===== config.mk =====
export PLATFORM = sky130hd
export DESIGN_NAME = trap_ctrl_flat
export DESIGN_NICKNAME = d
export VERILOG_FILES = /design/src/rtl/trap_ctrl_if.sv /design/src/rtl/trap_ctrl.sv /design/src/flat_wrapper.sv
export SDC_FILE = /design/constraint.sdc
export NUM_CORES = 1
export LEC_CHECK = 0
export CELL_PAD_IN_SITES_DETAIL_PLACEMENT = 0
export CELL_PAD_IN_SITES_GLOBAL_PLACEMENT = 2
export CORE_ASPECT_RATIO = 0.7
export CORE_MARGIN = 4
export CORE_UTILIZATION = 21
export CTS_CLUSTER_DIAMETER = 150
export DETAILED_ROUTE_END_ITERATION = 16
export HOLD_SLACK_MARGIN = 0.03
export MAX_ROUTING_LAYER = met4
export PLACE_DENSITY = 0.82
export SYNTH_ARGS = -nofsm -noshare
export SYNTH_HDL_FRONTEND = slang
export SYNTH_SLANG_ARGS = --single-unit

===== constraint.sdc =====
create_clock -name clk -period 3.43 [get_ports clk]
set_input_delay 0.8575 -clock clk [delete_from_list [all_inputs] [get_ports clk]]
set_output_delay 0.8575 -clock clk [all_outputs]
set_load 0.005 [all_outputs]

===== src/rtl/trap_ctrl_if.sv =====
// CSR-file side of the trap sequencer: current CSR values in, single CSR write port out.
interface trap_ctrl_if;
  logic [31:0] mtvec_i;
  logic [31:0] mepc_i;
  logic [31:0] mstatus_i;
  logic [31:0] mie_i;
  logic [31:0] dpc_i;
  logic [31:0] dcsr_i;
  logic        csr_we_o;
  logic [31:0] csr_waddr_o;
  logic [31:0] csr_wdata_o;

  // Sequencer side
  modport master (
    input  mtvec_i, mepc_i, mstatus_i, mie_i, dpc_i, dcsr_i,
    output csr_we_o, csr_waddr_o, csr_wdata_o
  );

  // CSR file side
  modport slave (
    output mtvec_i, mepc_i, mstatus_i, mie_i, dpc_i, dcsr_i,
    input  csr_we_o, csr_waddr_o, csr_wdata_o
  );
endinterface


===== src/rtl/trap_ctrl.sv =====
// Trap / debug-entry sequencer: arbitrates exceptions, debug entry, interrupts, mret and dret,
// then sequences the CSR writes and the fetch redirect. Optional feature macro: TRAP_VECTORED_EN.
module trap_ctrl #(
  parameter int unsigned NUM_IRQ    = 16,
  parameter logic [31:0] RESET_ADDR = 32'h0000_0000
) (
  input  logic               clk,
  input  logic               rst_n,
  input  logic               inst_valid_i,
  input  logic               inst_executed_i,
  input  logic [31:0]        inst_addr_i,
  input  logic [31:0]        inst_i,
  input  logic               illegal_inst_i,
  input  logic               inst_ecall_i,
  input  logic               inst_ebreak_i,
  input  logic               inst_mret_i,
  input  logic               inst_dret_i,
  trap_ctrl_if.master        csr,
  input  logic [NUM_IRQ-1:0] irq_i,
  input  logic               debug_req_i,
  input  logic [31:0]        debug_halt_addr_i,
  output logic               stall_flag_o,
  output logic               int_assert_o,
  output logic [31:0]        int_addr_o,
  output logic [NUM_IRQ-1:0] irq_ack_o
);

  localparam int unsigned XLEN      = 32;
  localparam int unsigned IDX_W     = 4;
  localparam int unsigned DCAUSE_W  = 3;
  localparam int unsigned IRQ_BASE  = 16;

  localparam logic [11:0] CSR_MSTATUS = 12'h300;
  localparam logic [11:0] CSR_MEPC    = 12'h341;
  localparam logic [11:0] CSR_MCAUSE  = 12'h342;
  localparam logic [11:0] CSR_MTVAL   = 12'h343;
  localparam logic [11:0] CSR_DCSR    = 12'h7B0;
  localparam logic [11:0] CSR_DPC     = 12'h7B1;

  localparam logic [DCAUSE_W-1:0] DCAUSE_STEP   = 3'd4;
  localparam logic [DCAUSE_W-1:0] DCAUSE_DBGREQ = 3'd3;
  localparam logic [DCAUSE_W-1:0] DCAUSE_HALT   = 3'd5;

  typedef enum logic [2:0] {
    S_IDLE,
    S_W_MTVAL,
    S_W_MSTATUS,
    S_W_MEPC,
    S_W_DCSR,
    S_ASSERT
  } state_e;

  state_e            state_q, state_d;
  logic              dm_q, dm_d;
  logic [XLEN-1:0]   cause_q, cause_d;
  logic [XLEN-1:0]   epc_q, epc_d;
  logic [XLEN-1:0]   target_q, target_d;
  logic [XLEN-1:0]   mtval_q, mtval_d;

  logic              csr_we_c;
  logic [XLEN-1:0]   csr_waddr_c;
  logic [XLEN-1:0]   csr_wdata_c;

  logic              exc_ecall, exc_ebreak, exc_any;
  logic [XLEN-1:0]   exc_cause, exc_mtval;
  logic              dbg_ebreak, dbg_halt, dbg_req, dbg_step, dbg_enter;
  logic [DCAUSE_W-1:0] dbg_cause;
  logic [XLEN-1:0]   dbg_pc;
  logic [NUM_IRQ-1:0] irq_masked;
  logic [IDX_W-1:0]  irq_idx;
  logic              irq_take, dret_take;
  logic [XLEN-1:0]   irq_cause, irq_target, trap_base;
  logic [XLEN-1:0]   mret_mstatus, trap_mstatus;
  logic              unused_c;

  assign unused_c = ^{csr.mie_i, csr.dcsr_i, csr.mtvec_i, csr.mstatus_i};

  // Exception decode, illegal > ecall > ebreak
  assign exc_ecall  = inst_ecall_i & inst_valid_i;
  assign exc_ebreak = inst_ebreak_i & inst_valid_i & ~csr.dcsr_i[15];
  assign exc_any    = illegal_inst_i | exc_ecall | exc_ebreak;

  always_comb begin : exc_dec
    exc_cause = '0;
    exc_mtval = '0;
    if (illegal_inst_i) begin
      exc_cause = XLEN'(2);
      exc_mtval = inst_i;
    end else if (exc_ecall) begin
      exc_cause = XLEN'(11);
    end else if (exc_ebreak) begin
      exc_cause = XLEN'(3);
      exc_mtval = inst_addr_i;
    end
  end

  // Debug entry only from normal mode
  assign dbg_ebreak = ~dm_q & inst_ebreak_i & inst_valid_i & csr.dcsr_i[15];
  assign dbg_halt   = ~dm_q & debug_req_i & inst_valid_i & (inst_addr_i == RESET_ADDR);
  assign dbg_req    = ~dm_q & debug_req_i & inst_valid_i;
  assign dbg_step   = ~dm_q & csr.dcsr_i[2] & inst_valid_i & inst_executed_i;
  assign dbg_enter  = dbg_halt | dbg_req | dbg_step;
  assign dbg_cause  = dbg_halt ? DCAUSE_HALT : (dbg_req ? DCAUSE_DBGREQ : DCAUSE_STEP);
  assign dbg_pc     = dbg_halt ? RESET_ADDR : inst_addr_i;

  // Fixed-priority interrupt pick, lowest line index wins
  assign irq_masked = irq_i & csr.mie_i[IRQ_BASE +: NUM_IRQ];
  assign irq_take   = inst_valid_i & csr.mstatus_i[3] & ~dm_q & (|irq_masked);

  always_comb begin : irq_pick
    irq_idx = '0;
    for (int k = int'(NUM_IRQ) - 1; k >= 0; k--) begin
      if (irq_masked[k]) irq_idx = IDX_W'(k);
    end
  end

  assign irq_cause = 32'h8000_0000 | (XLEN'(IRQ_BASE) + XLEN'(irq_idx));
  assign trap_base = {csr.mtvec_i[31:2], 2'b00};

`ifdef TRAP_VECTORED_EN
  assign irq_target = (csr.mtvec_i[1:0] == 2'b01)
                    ? trap_base + ((XLEN'(IRQ_BASE) + XLEN'(irq_idx)) << 2)
                    : trap_base;
`else
  assign irq_target = trap_base;
`endif

  assign dret_take = inst_dret_i & dm_q;

  // mstatus images: MIE bit 3, MPIE bit 7, MPP bits 12:11
  assign mret_mstatus = {csr.mstatus_i[31:13], 2'b11, csr.mstatus_i[10:8], 1'b1,
                         csr.mstatus_i[6:4], csr.mstatus_i[7], csr.mstatus_i[2:0]};
  assign trap_mstatus = {csr.mstatus_i[31:13], 2'b11, csr.mstatus_i[10:8], csr.mstatus_i[3],
                         csr.mstatus_i[6:4], 1'b0, csr.mstatus_i[2:0]};

  always_ff @(posedge clk or negedge rst_n) begin : state_reg
    if (!rst_n) begin
      state_q  <= S_IDLE;
      dm_q     <= 1'b0;
      cause_q  <= '0;
      epc_q    <= '0;
      target_q <= '0;
      mtval_q  <= '0;
    end else begin
      state_q  <= state_d;
      dm_q     <= dm_d;
      cause_q  <= cause_d;
      epc_q    <= epc_d;
      target_q <= target_d;
      mtval_q  <= mtval_d;
    end
  end

  // Arbitration in IDLE, then one CSR write per busy state; busy states ignore inputs
  always_comb begin : fsm_comb
    state_d      = state_q;
    dm_d         = dm_q;
    cause_d      = cause_q;
    epc_d        = epc_q;
    target_d     = target_q;
    mtval_d      = mtval_q;
    csr_we_c     = 1'b0;
    csr_waddr_c  = '0;
    csr_wdata_c  = '0;
    stall_flag_o = 1'b0;
    int_assert_o = 1'b0;
    int_addr_o   = '0;
    irq_ack_o    = '0;

    unique case (state_q)
      S_IDLE: begin
        // rst_n gate keeps every output quiet while reset is held
        if (rst_n) begin
          if (exc_any) begin
            stall_flag_o = 1'b1;
            if (dm_q) begin
              target_d = debug_halt_addr_i;
              state_d  = S_ASSERT;
            end else begin
              cause_d     = exc_cause;
              mtval_d     = exc_mtval;
              epc_d       = inst_addr_i;
              target_d    = trap_base;
              csr_we_c    = 1'b1;
              csr_waddr_c = XLEN'(CSR_MCAUSE);
              csr_wdata_c = exc_cause;
              state_d     = S_W_MTVAL;
            end
          end else if (dbg_ebreak) begin
            stall_flag_o = 1'b1;
            dm_d         = 1'b1;
            target_d     = debug_halt_addr_i;
            state_d      = S_ASSERT;
          end else if (dbg_enter) begin
            stall_flag_o = 1'b1;
            dm_d         = 1'b1;
            cause_d      = XLEN'(dbg_cause);
            epc_d        = dbg_pc;
            target_d     = debug_halt_addr_i;
            csr_we_c     = 1'b1;
            csr_waddr_c  = XLEN'(CSR_DPC);
            csr_wdata_c  = dbg_pc;
            state_d      = S_W_DCSR;
          end else if (irq_take) begin
            stall_flag_o = 1'b1;
            cause_d      = irq_cause;
            mtval_d      = '0;
            epc_d        = inst_addr_i;
            target_d     = irq_target;
            irq_ack_o    = NUM_IRQ'(1) << irq_idx;
            csr_we_c     = 1'b1;
            csr_waddr_c  = XLEN'(CSR_MCAUSE);
            csr_wdata_c  = irq_cause;
            state_d      = S_W_MTVAL;
          end else if (inst_mret_i) begin
            stall_flag_o = 1'b1;
            target_d     = csr.mepc_i;
            csr_we_c     = 1'b1;
            csr_waddr_c  = XLEN'(CSR_MSTATUS);
            csr_wdata_c  = mret_mstatus;
            state_d      = S_ASSERT;
          end else if (dret_take) begin
            stall_flag_o = 1'b1;
            dm_d         = 1'b0;
            target_d     = csr.dpc_i;
            state_d      = S_ASSERT;
          end
        end
      end
      S_W_MTVAL: begin
        stall_flag_o = 1'b1;
        csr_we_c     = 1'b1;
        csr_waddr_c  = XLEN'(CSR_MTVAL);
        csr_wdata_c  = mtval_q;
        state_d      = S_W_MSTATUS;
      end
      S_W_MSTATUS: begin
        stall_flag_o = 1'b1;
        csr_we_c     = 1'b1;
        csr_waddr_c  = XLEN'(CSR_MSTATUS);
        csr_wdata_c  = trap_mstatus;
        state_d      = S_W_MEPC;
      end
      S_W_MEPC: begin
        stall_flag_o = 1'b1;
        csr_we_c     = 1'b1;
        csr_waddr_c  = XLEN'(CSR_MEPC);
        csr_wdata_c  = epc_q;
        state_d      = S_ASSERT;
      end
      S_W_DCSR: begin
        stall_flag_o = 1'b1;
        csr_we_c     = 1'b1;
        csr_waddr_c  = XLEN'(CSR_DCSR);
        csr_wdata_c  = {csr.dcsr_i[31:9], cause_q[DCAUSE_W-1:0], csr.dcsr_i[5:0]};
        state_d      = S_ASSERT;
      end
      S_ASSERT: begin
        int_assert_o = 1'b1;
        int_addr_o   = target_q;
        state_d      = S_IDLE;
      end
      default: state_d = S_IDLE;
    endcase
  end

  assign csr.csr_we_o    = csr_we_c;
  assign csr.csr_waddr_o = csr_waddr_c;
  assign csr.csr_wdata_o = csr_wdata_c;

endmodule


===== src/flat_wrapper.sv =====
// flat-port wrapper written by rule: the top's interface ports become plain ports
module trap_ctrl_flat 
#(
  parameter int unsigned NUM_IRQ    = 16,
  parameter logic [31:0] RESET_ADDR = 32'h0000_0000
)
  (clk, rst_n, inst_valid_i, inst_executed_i, inst_addr_i, inst_i, illegal_inst_i, inst_ecall_i, inst_ebreak_i, inst_mret_i, inst_dret_i, irq_i, debug_req_i, debug_halt_addr_i, stall_flag_o, int_assert_o, int_addr_o, irq_ack_o, csr_mtvec_i, csr_mepc_i, csr_mstatus_i, csr_mie_i, csr_dpc_i, csr_dcsr_i, csr_csr_we_o, csr_csr_waddr_o, csr_csr_wdata_o);
  trap_ctrl_if csr_i ();
  input  logic clk;
  input  logic rst_n;
  input  logic inst_valid_i;
  input  logic inst_executed_i;
  input  logic [31:0] inst_addr_i;
  input  logic [31:0] inst_i;
  input  logic illegal_inst_i;
  input  logic inst_ecall_i;
  input  logic inst_ebreak_i;
  input  logic inst_mret_i;
  input  logic inst_dret_i;
  input  logic [NUM_IRQ-1:0] irq_i;
  input  logic debug_req_i;
  input  logic [31:0] debug_halt_addr_i;
  output logic stall_flag_o;
  output logic int_assert_o;
  output logic [31:0] int_addr_o;
  output logic [NUM_IRQ-1:0] irq_ack_o;
  input wire logic [$bits(csr_i.mtvec_i)-1:0] csr_mtvec_i;
  input wire logic [$bits(csr_i.mepc_i)-1:0] csr_mepc_i;
  input wire logic [$bits(csr_i.mstatus_i)-1:0] csr_mstatus_i;
  input wire logic [$bits(csr_i.mie_i)-1:0] csr_mie_i;
  input wire logic [$bits(csr_i.dpc_i)-1:0] csr_dpc_i;
  input wire logic [$bits(csr_i.dcsr_i)-1:0] csr_dcsr_i;
  output wire logic [$bits(csr_i.csr_we_o)-1:0] csr_csr_we_o;
  output wire logic [$bits(csr_i.csr_waddr_o)-1:0] csr_csr_waddr_o;
  output wire logic [$bits(csr_i.csr_wdata_o)-1:0] csr_csr_wdata_o;
  assign csr_i.mtvec_i = csr_mtvec_i;
  assign csr_i.mepc_i = csr_mepc_i;
  assign csr_i.mstatus_i = csr_mstatus_i;
  assign csr_i.mie_i = csr_mie_i;
  assign csr_i.dpc_i = csr_dpc_i;
  assign csr_i.dcsr_i = csr_dcsr_i;
  assign csr_csr_we_o = csr_i.csr_we_o;
  assign csr_csr_waddr_o = csr_i.csr_waddr_o;
  assign csr_csr_wdata_o = csr_i.csr_wdata_o;
  trap_ctrl #(.NUM_IRQ(NUM_IRQ), .RESET_ADDR(RESET_ADDR)) u_core (.clk(clk), .rst_n(rst_n), .inst_valid_i(inst_valid_i), .inst_executed_i(inst_executed_i), .inst_addr_i(inst_addr_i), .inst_i(inst_i), .illegal_inst_i(illegal_inst_i), .inst_ecall_i(inst_ecall_i), .inst_ebreak_i(inst_ebreak_i), .inst_mret_i(inst_mret_i), .inst_dret_i(inst_dret_i), .csr(csr_i), .irq_i(irq_i), .debug_req_i(debug_req_i), .debug_halt_addr_i(debug_halt_addr_i), .stall_flag_o(stall_flag_o), .int_assert_o(int_assert_o), .int_addr_o(int_addr_o), .irq_ack_o(irq_ack_o));
endmodule

==> reports/metrics.cfg <==
[outcome]
status=complete, no violations

[worst_setup_path]
critPathLaunchType=primary input
path_class=primary input to primary output
cp_max_fo=2
cp_data_arrival_time_ns=2.54
endpoint_kind=primary output
critPathRequiredTime_ns=2.57

[floorplanning]
top_level_ports=429
die_h_um=167.5
start_util_pct=21.25
die_area_sq_mm=0.03952
die_w_um=235.9
core_sq_mm=0.03592
rows=58

[global_routing]
grt_pass1_wl_um=58410
use_met2_pct=30.61
gr-usage-all-layers_pct=19.55
grt_max_degree=66
use_met1_pct=26.38
antenna_found_initial=5
use_met3_pct=4.034
busiest_layer=met2
grt_pass1_vias=9216
overflow=0

[clocking]
htree_num_levels=3
cts_tree=yes
cts_sinks=103
clock_path_buffers=2
clk_pin_slew_ns=0.08
clockRootBuffer=clkbuf_16
ctsHoldBuffers=0
cts-buffers-inserted=9
worstSkewPairLatency_ns=0.37

[timing]
hold_violations=0
min_period_over_period_pct=99.15
setup_viol=0
min_period_ns=3.401
grt_setup_unrepaired=true
drv_slew=0
tightest_slew_ns=0.7725
max_freq_mhz=294.0
slew_headroom_pct=48.50
fin_worst_skew_ns=0.009818

[placement]
io_buffer_count=382
hpwlAfterDp_um=29200
gp_congestion=0.9174
placedCellCount=1865

[logic_synthesis]
ys_ff_latch=103
ys_types=62
postSynth.asyncResetShare_pct=100.0
ys_seq_area_share_pct=33.76
syn_avg_cell_area_sq_um=8.054
synth_top_area_share_pct=33.76
synth_top_area_cell=dfrtp_1
synth_area_leaders=dfrtp_1 (34%), nand2_1 (14%), a221o_1 (6.4%)
syn_area_sq_mm=0.007635
ys.flop_type=dfrtp_1
synth_edf_count=0
syn_inst=948
yosysWarnings=0

[route]
drt_iter0_drc=579
wl_per_cell_um=20.38
antenna_left=0
drtPass1Iterations=5
viasPerCell=4.757
vias=9185
drcViolationCount=0
routed_wirelength_um=39360

[cells_and_area]
finalNonFillerCells=1931
layout.nets=1755
final_layout_size_suffix_gt1_share_pct=25.31
fillers=3728
area_delta_synth_final_pct=76.32
post-route-util_pct=37.47

[job]
drv_cap=0

[pwr]
total_power_uw=7335
p_per_area_mw_per_mm2=544.9
ir_drop_mv=0.3312
p_leak_uw=0.006068

[min_path]
hold_path.class=primary input to async pin

-- state kept, by name (all words and copies together) (netlist names) --
register	cells
u_core.epc_q	32
u_core.mtval_q	32
u_core.target_q	32
u_core.cause_q	3
u_core.state_q	3
u_core.dm_q	1
-- metrics by stage --
| stage | TNS (ns) | worst slack, ns | cell area, sq um | hold slack [ns] |
|---|---|---|---|---|
| 2_1_floorplan | 0 | 0.1449 | 7717 | 0.4394 |
| 3_3_place_gp | -40.62 | -0.8878 | 12650 | 0.4549 |
| 3_5_place_dp | -43.21 | -0.9304 | 12650 | 0.4616 |
| 4_1_cts | -0.02847 | -0.01671 | 13260 | 0.4643 |
| 5_1_grt | -0.3519 | -0.05796 | 13460 | 0.4828 |
| 6_report | 0 | 0.02905 | 13460 | 0.4737 |
-- Yosys cell counts (3+ instances only) --
master	number
a211o_1	3
a211oi_1	3
a21oi_1	13
a221o_1	49
a221oi_1	3
a22o_1	31
a22oi_1	39
a22oi_2	6
a31o_2	3
a31oi_1	6
a32oi_1	31
and2_1	37
and3_1	8
buf_2	21
buf_4	33
buf_6	13
clkbuf_1	37
dfrtp_1	103
mux2i_1	32
nand2_1	284
nand2b_1	4
nand3_1	13
nand4_1	5
nor2_1	24
nor3_1	12
nor4_1	8
o211ai_1	3
o21a_1	3
o21ai_0	11
o21ai_1	67
-- layer usage --
| layer | routed length (um) | vias up |
|---|---|---|
| met1 | 18410 | 4498 |
| met2 | 18300 | 259 |
| met4 | 483 | 0 |
| li1 | - | 4405 |
| met5 | 0 | - |
| met3 | 2161 | 23 |
-- power by group --
part / switching [uW] / leakage (uW) / internal [uW]
Sequential: 316 / 0.00131 / 1800
Clock: 529 / 0.000158 / 648
Combinational: 2080 / 0.00460 / 1960
-- layout make-up --
class / instances / area, sq um / area share [%]
timing repair buffer: 565 / 5056 / 37.56
multi-input combinational: 759 / 4883 / 36.28
sequential: 103 / 2577 / 19.15
tap: 480 / 600.6 / 4.461
clock buffer: 10 / 229.0 / 1.701
clock inverter: 6 / 91.34 / 0.6785
antenna: 5 / 12.51 / 0.09295
inverter: 3 / 11.26 / 0.08365
-- worst paths after layout --
| check | startpoint | slack, ns | to | depth (start not counted) |
|---|---|---|---|---|
| max in group asynchronous | rst_n | 1.31 | u_core.target_q[30]$_DFFE_PN0P_ | 4 |
| setup reg to reg | u_core.dm_q$_DFFE_PN0P_ | 0.99 | u_core.mtval_q[14]$_DFFE_PN0P_ | 9 |
| hold / removal | rst_n | 0.47 | u_core.mtval_q[31]$_DFFE_PN0P_ | 2 |
| min in group clk | u_core.epc_q[26]$_DFFE_PN0P_ | 0.48 | u_core.epc_q[26]$_DFFE_PN0P_ | 2 |
| setup / recovery | inst_addr_i[18] | 0.03 | csr_csr_wdata_o[2] | 8 |
| hold reg to reg | u_core.epc_q[26]$_DFFE_PN0P_ | 0.48 | u_core.epc_q[26]$_DFFE_PN0P_ | 2 |
-- worst max-delay path, cell delays in order --
cell and delay, ns:
clkdlybuf4s50_1 0.43, nor4_2 0.19, nand4_1 0.23, nor2_1 0.18
a21boi_2 0.08, buf_4 0.14, a221o_1 0.28, buf_2 0.15
-- timing repair --
action                     CTS  global route
gates resized for setup    398            76
cloned                       2             0
setup buffers               33            13
pin swaps                   53            45
setup endpoints to repair   59            54
-- placed cells by master, fill, tap and decap left out, types with 17 or more instances in the layout --
master           instances
dlygate4sd2_1           39
dfrtp_1                103
a22o_1                  31
nor2_1                  17
buf_4                  153
o21ai_1                 68
buf_6                   25
a22oi_1                 38
a32oi_1                 31
a221o_1                 49
conb_1                  23
and2_1                  35
buf_2                   60
mux2i_1                 32
nand2_1                279
clkdlybuf4s50_1        252
-- cell families after synthesis --
logic type                synth area share (%)
DFF                                      33.76
buffers and inverters                    8.554
other                                  0.04912
muxes                                    4.490
and+or+nand+nor                          23.86
xor gates and xnor gates                0.1147
AOI/OAI and AO/OA                        29.17
Power figures use the tool's default switching activity.
